File: src/rtl/fifo_sync_param.sv
// fifo_sync_param: parametrised single-clock FIFO.
//
// Generic width and depth. Programmable almost-full and almost-empty thresholds.
// Live occupancy count. Sticky overflow and underflow error flags.
//
// Build option:
//   FIFO_FWFT_EN  When defined, the FIFO runs in first-word-fall-through mode: buf_out_o shows
//                 the head entry combinationally whenever the FIFO is not empty.
//                 When undefined, the FIFO runs in standard mode: buf_out_o is a register that
//                 loads the head entry on each accepted read, so reads have 1-cycle latency.
//
// Ports:
//   clk_i           clock; all logic runs on the rising edge
//   rst_i           asynchronous active-high reset
//   wr_en_i         write request
//   buf_in_i        write data
//   rd_en_i         read (pop) request
//   err_clr_i       synchronous clear of the overflow and underflow flags
//   buf_out_o       read data
//   buf_empty_o     count == 0
//   buf_full_o      count == DEPTH
//   almost_empty_o  count <= AE_THRESH
//   almost_full_o   count >= AF_THRESH
//   fifo_count_o    occupancy, 0..DEPTH
//   overflow_o      sticky flag: a write was attempted while the FIFO was full
//   underflow_o     sticky flag: a read was attempted while the FIFO was empty
module fifo_sync_param #(
  parameter int unsigned DATA_W    = 8,
  parameter int unsigned DEPTH     = 16,
  parameter int unsigned AF_THRESH = 12,
  parameter int unsigned AE_THRESH = 2,
  localparam int unsigned ADDR_W   = $clog2(DEPTH)
) (
  input  logic              clk_i,
  input  logic              rst_i,
  input  logic              wr_en_i,
  input  logic [DATA_W-1:0] buf_in_i,
  input  logic              rd_en_i,
  input  logic              err_clr_i,
  output logic [DATA_W-1:0] buf_out_o,
  output logic              buf_empty_o,
  output logic              buf_full_o,
  output logic              almost_empty_o,
  output logic              almost_full_o,
  output logic [ADDR_W:0]   fifo_count_o,
  output logic              overflow_o,
  output logic              underflow_o
);

  localparam int unsigned CntW = ADDR_W + 1;

  logic [DATA_W-1:0] mem_q [DEPTH];

  logic [ADDR_W-1:0] wr_ptr_q, wr_ptr_d;
  logic [ADDR_W-1:0] rd_ptr_q, rd_ptr_d;
  logic [CntW-1:0]   count_q, count_d;
  logic              empty_q, empty_d;
  logic              full_q, full_d;
  logic              ae_q, ae_d;
  logic              af_q, af_d;
  logic              ovf_q, ovf_d;
  logic              unf_q, unf_d;
  logic              wr_acc, rd_acc;

  // Acceptance is judged against the registered flags, so a full FIFO drops a write
  // even when a read is accepted in the same cycle.
  assign wr_acc = wr_en_i & ~full_q;
  assign rd_acc = rd_en_i & ~empty_q;

  always_comb begin
    wr_ptr_d = wr_ptr_q;
    rd_ptr_d = rd_ptr_q;
    count_d  = count_q;
    // DEPTH is a power of two, so natural ADDR_W-bit overflow gives the wrap to 0.
    if (wr_acc) wr_ptr_d = wr_ptr_q + ADDR_W'(1);
    if (rd_acc) rd_ptr_d = rd_ptr_q + ADDR_W'(1);
    unique case ({wr_acc, rd_acc})
      2'b10:   count_d = count_q + CntW'(1);
      2'b01:   count_d = count_q - CntW'(1);
      default: count_d = count_q;
    endcase
  end

  // Status flags are registered from the next count, so they are valid right after the edge.
  always_comb begin
    empty_d = (count_d == '0);
    full_d  = (count_d == CntW'(DEPTH));
    ae_d    = (count_d <= CntW'(AE_THRESH));
    af_d    = (count_d >= CntW'(AF_THRESH));
    // A new error event wins over a clear in the same cycle.
    ovf_d   = (wr_en_i & full_q) | (ovf_q & ~err_clr_i);
    unf_d   = (rd_en_i & empty_q) | (unf_q & ~err_clr_i);
  end

  always_ff @(posedge clk_i or posedge rst_i) begin
    if (rst_i) begin
      wr_ptr_q <= '0;
      rd_ptr_q <= '0;
      count_q  <= '0;
      empty_q  <= 1'b1;
      full_q   <= 1'b0;
      ae_q     <= 1'b1;
      af_q     <= 1'b0;
      ovf_q    <= 1'b0;
      unf_q    <= 1'b0;
    end else begin
      wr_ptr_q <= wr_ptr_d;
      rd_ptr_q <= rd_ptr_d;
      count_q  <= count_d;
      empty_q  <= empty_d;
      full_q   <= full_d;
      ae_q     <= ae_d;
      af_q     <= af_d;
      ovf_q    <= ovf_d;
      unf_q    <= unf_d;
    end
  end

  // Storage is not reset; the pointers alone define which entries are live.
  always_ff @(posedge clk_i) begin
    if (wr_acc) mem_q[wr_ptr_q] <= buf_in_i;
  end

`ifdef FIFO_FWFT_EN
  // The head entry falls through to the output. Forcing 0 while empty keeps the
  // post-reset value defined without a data register.
  assign buf_out_o = empty_q ? '0 : mem_q[rd_ptr_q];
`else
  logic [DATA_W-1:0] buf_out_q;

  always_ff @(posedge clk_i or posedge rst_i) begin
    if (rst_i) begin
      buf_out_q <= '0;
    end else if (rd_acc) begin
      buf_out_q <= mem_q[rd_ptr_q];
    end
  end

  assign buf_out_o = buf_out_q;
`endif

  assign buf_empty_o    = empty_q;
  assign buf_full_o     = full_q;
  assign almost_empty_o = ae_q;
  assign almost_full_o  = af_q;
  assign fifo_count_o   = count_q;
  assign overflow_o     = ovf_q;
  assign underflow_o    = unf_q;

endmodule

File: config.mk
export PLATFORM = sky130hd
export DESIGN_NAME = fifo_sync_param
export DESIGN_NICKNAME = d
export VERILOG_FILES = /design/src/rtl/fifo_sync_param.sv
export SDC_FILE = /design/constraint.sdc
export NUM_CORES = 1
export LEC_CHECK = 0
export ABC_AREA = 1
export CAP_MARGIN = 25
export CORE_MARGIN = 2
export CORE_UTILIZATION = 54
export DETAILED_ROUTE_END_ITERATION = 6
export HOLD_SLACK_MARGIN = 0.15
export PLACE_DENSITY_LB_ADDON = 0.08
export SYNTH_ARGS = -nofsm -noshare
export SYNTH_HDL_FRONTEND = slang
export SYNTH_SLANG_ARGS = --single-unit
File: constraint.sdc
create_clock -name clk_i -period 1.9 [get_ports clk_i]
set_input_delay 0.57 -clock clk_i [delete_from_list [all_inputs] [get_ports clk_i]]
set_output_delay 0.57 -clock clk_i [all_outputs]
set_load 0.1 [all_outputs]
==> run summary <==
combinational share of power: 42.7%
Port Buffers: 31
Residual DRC: 0
Hold Buf Count CTS: 0
Synth top area share: 60.5%
Hold Crit Class: in -> async
Vias: 4260
Leak: 3.01 nW
Yosys reg bits: 155
CP max stage cell: dfstp_4
vias in the first global route: 4141
Synth Warn #: 0
area leader, netlist: edfxtp_1
Tcrit/Tclk final: 97.0%
clock skew: 0.00713 ns
drt first pass iters: 5
Skew-Pair Late Insertion Delay: 0.42 ns
Cells after Synth: 511
max frequency: 0.543 GHz
max cap viols: 0
fill cell count: 817
crit path DAT: 2.19 ns
CP endpoint kind: register
register share of total power: 33.5%
fraction of registers with async set/reset: 17.4%
CTS tree: done
Syn Area/Cell: 12.4 um2
row cnt: 39
Syn Nets: 531
Synth area leaders: edfxtp_1, dfrtp_1, o21ai_0
unrepaired setup endpoints after global routing: true
Critical path origin: buf_empty_o
GRT Util Overall: 23.7%
Worst-path clk slew: 0.06 ns
sw frac: 40.1%
placed cell count: 710
TritonCTS Sinks: 155
Power Density: 1730 mW/mm2
Slew Viols, Final: 0
WP buf/inv: 2
CTS Root Cell: clkbuf_16
hpwl dp: 9.15 mm
status: finished clean
clock buffer depth: 2
Hold Slack: 0.527 ns
largest net degree at the start of global routing: 40
Antenna Violating Nets Remaining: 0
Place WS: -0.513 ns
initial drt markers: 279
ANT cells: 0
Die Wd: 112 um
Final min period: 1.84 ns
number of synthesized flops with an enable pin: 128
startpoint types: register
Top delay family on crit path: flip-flops
setup-violating endpoint count in the final report: 0
initial core utilization: 55.4%
register area share after synthesis: 71.1%
Internal: 8.31 mW
CP max stage delay: 0.66 ns
Final Hold Fails: 0
Core Footprint: 0.0115 mm2
remaining global-route overflow: 0
Worst Tran Pin Value: 0.554 ns
htree depth: 4
post-route setup slack: 0.0572 ns
Mapped Area: 0.00636 mm2
Avg WL per Cell: 19.2 um
first-pass GRT wire length: 22.1 mm
initial antenna violation count: 0
Placer Congestion: 0.909
most frequent cells in the layout: edfxtp_1, nor2_1, o21ai_0
Area Growth Syn to Fin: 26.1%
via/cell ratio: 5.73
commonest non-fill, non-tap cell in the layout: edfxtp_1
share of layout cells above drive strength 1: 22.8%
startpoint of the worst register-to-register path: buf_empty_o
die area: 0.0127 mm2
Final Power: 13.9 mW
slew margin rel.: 62.9%
Net Sw Power: 5.56 mW
prevailing post-synth register cell: edfxtp_1
Unique masters post-synth: 31
NumNets Final: 608
clock buffer count from CTS: 17
VDD IR max: 1440 uV
crit-path cells: nor2_4 -> buf_4 -> ha_4 -> nand2_2 -> o21ai_0 -> inv_1 -> nand3_1 -> nand3_2 -> nand3_4 -> nor3_4
Clk network pwr share: 23.9%
Routed WL: 14.3 mm
IO Count: 32
Final Non-Filler Cells: 744
Worst Path Max Fanout: 4
Setup Crit Path Kind: reg -> reg
required time worst endpoint: 2.25 ns
Die Span Y: 112 um
==> final cells by class <==
cell class	count	area [um2]	area share [%]
inverter	27	101	1.26
sequential	155	4530	56.5
clock inverter	14	154	1.92
clock buffer	18	429	5.35
tap	143	179	2.23
multi-input combinational	304	1700	21.1
timing repair buffer	83	926	11.5
==> routing by layer <==
layer / part of all wire (%) / global-route usage (%) / vias to the layer above / wire length, um
met5: 0 / 0 / - / 0
met4: 2.1 / 10.9 / 0 / 306
met3: 6.0 / 4.64 / 29 / 862
met2: 50 / 38.3 / 153 / 7220
met1: 41 / 31.3 / 2098 / 5920
li1: - / - / 1980 / -
==> flip-flops by register name, summed over array words and instances (netlist names) <==
signal,cells
wr_ptr_q,4
underflow_o,1
overflow_o,1
fifo_count_o,5
mem_q,128
buf_out_o,8
almost_empty_o,1
buf_full_o,1
almost_full_o,1
rd_ptr_q,4
buf_empty_o,1
==> power by group through the flow <==
stage	registers, mW	logic, mW	clock network [mW]
after floorplan	5.77	2.53	0
after global placement	4.68	5.59	0
after detailed placement	4.70	5.68	0
after CTS	4.63	5.75	3.36
after global routing	4.70	6.34	3.49
final	4.65	5.92	3.31
==> logic make-up after synthesis <==
| group | synth area share, % |
|---|---|
| and+or+nand+nor | 11.5 |
| AOI/OAI and AO/OA | 10.3 |
| muxes | 0.945 |
| buffers and inverters | 3.54 |
| DFF | 71.1 |
| adders and majority gates | 1.38 |
| xor gates and xnor gates | 1.24 |
==> synthesized netlist by cell type, types with 6 or more instances <==
cell type  instances
edfxtp_1         128
nor2_1            82
o21ai_0           63
nand2_1           56
dfrtp_1           25
inv_1             24
o221ai_1          14
a21oi_1           12
clkbuf_1          12
nand3_1           12
o22ai_1           12
buf_2              9
xor2_1             8
ha_1               7
mux2i_1            6
==> metrics by stage <==
stage,setup TNS [ns],utilization (%),area (um2)
2_1_floorplan,-0.555,-,6400
3_3_place_gp,-48.73,64.1,7350
3_5_place_dp,-52.53,64.1,7350
4_1_cts,0,69.3,7940
5_1_grt,-0.138,69.9,8020
6_report,0,69.9,8020
==> final timing paths <==
| kind | to | slack [ns] | cells after the start |
|---|---|---|---|
| min in group clk_i | underflow_o | 0.55 | 3 |
| hold / removal | wr_ptr_q[0] | 0.53 | 3 |
| max in group asynchronous | buf_empty_o | 1.06 | 3 |
| setup reg to reg | buf_empty_o | 0.06 | 10 |
| hold reg to reg | overflow_o | 0.59 | 2 |
| setup / recovery | buf_empty_o | 0.06 | 10 |
==> worst reg2reg max path, delay by kind of cell, from the launching register on <==
kind,cells,cell delay [ns]
flops,1,0.66
simple gates,6,0.64
buf+inv,2,0.22
fa+ha+maj,1,0.16
compound gates,1,0.09
==> what timing repair did <==
action / in CTS / in global routing
pin swaps: 4 / 10
endpoints found under the setup margin: 9 / 27
resized for setup: 3 / 14
setup buffers: 0 / 2
No activity file was read; power rests on OpenSTA's default activity.
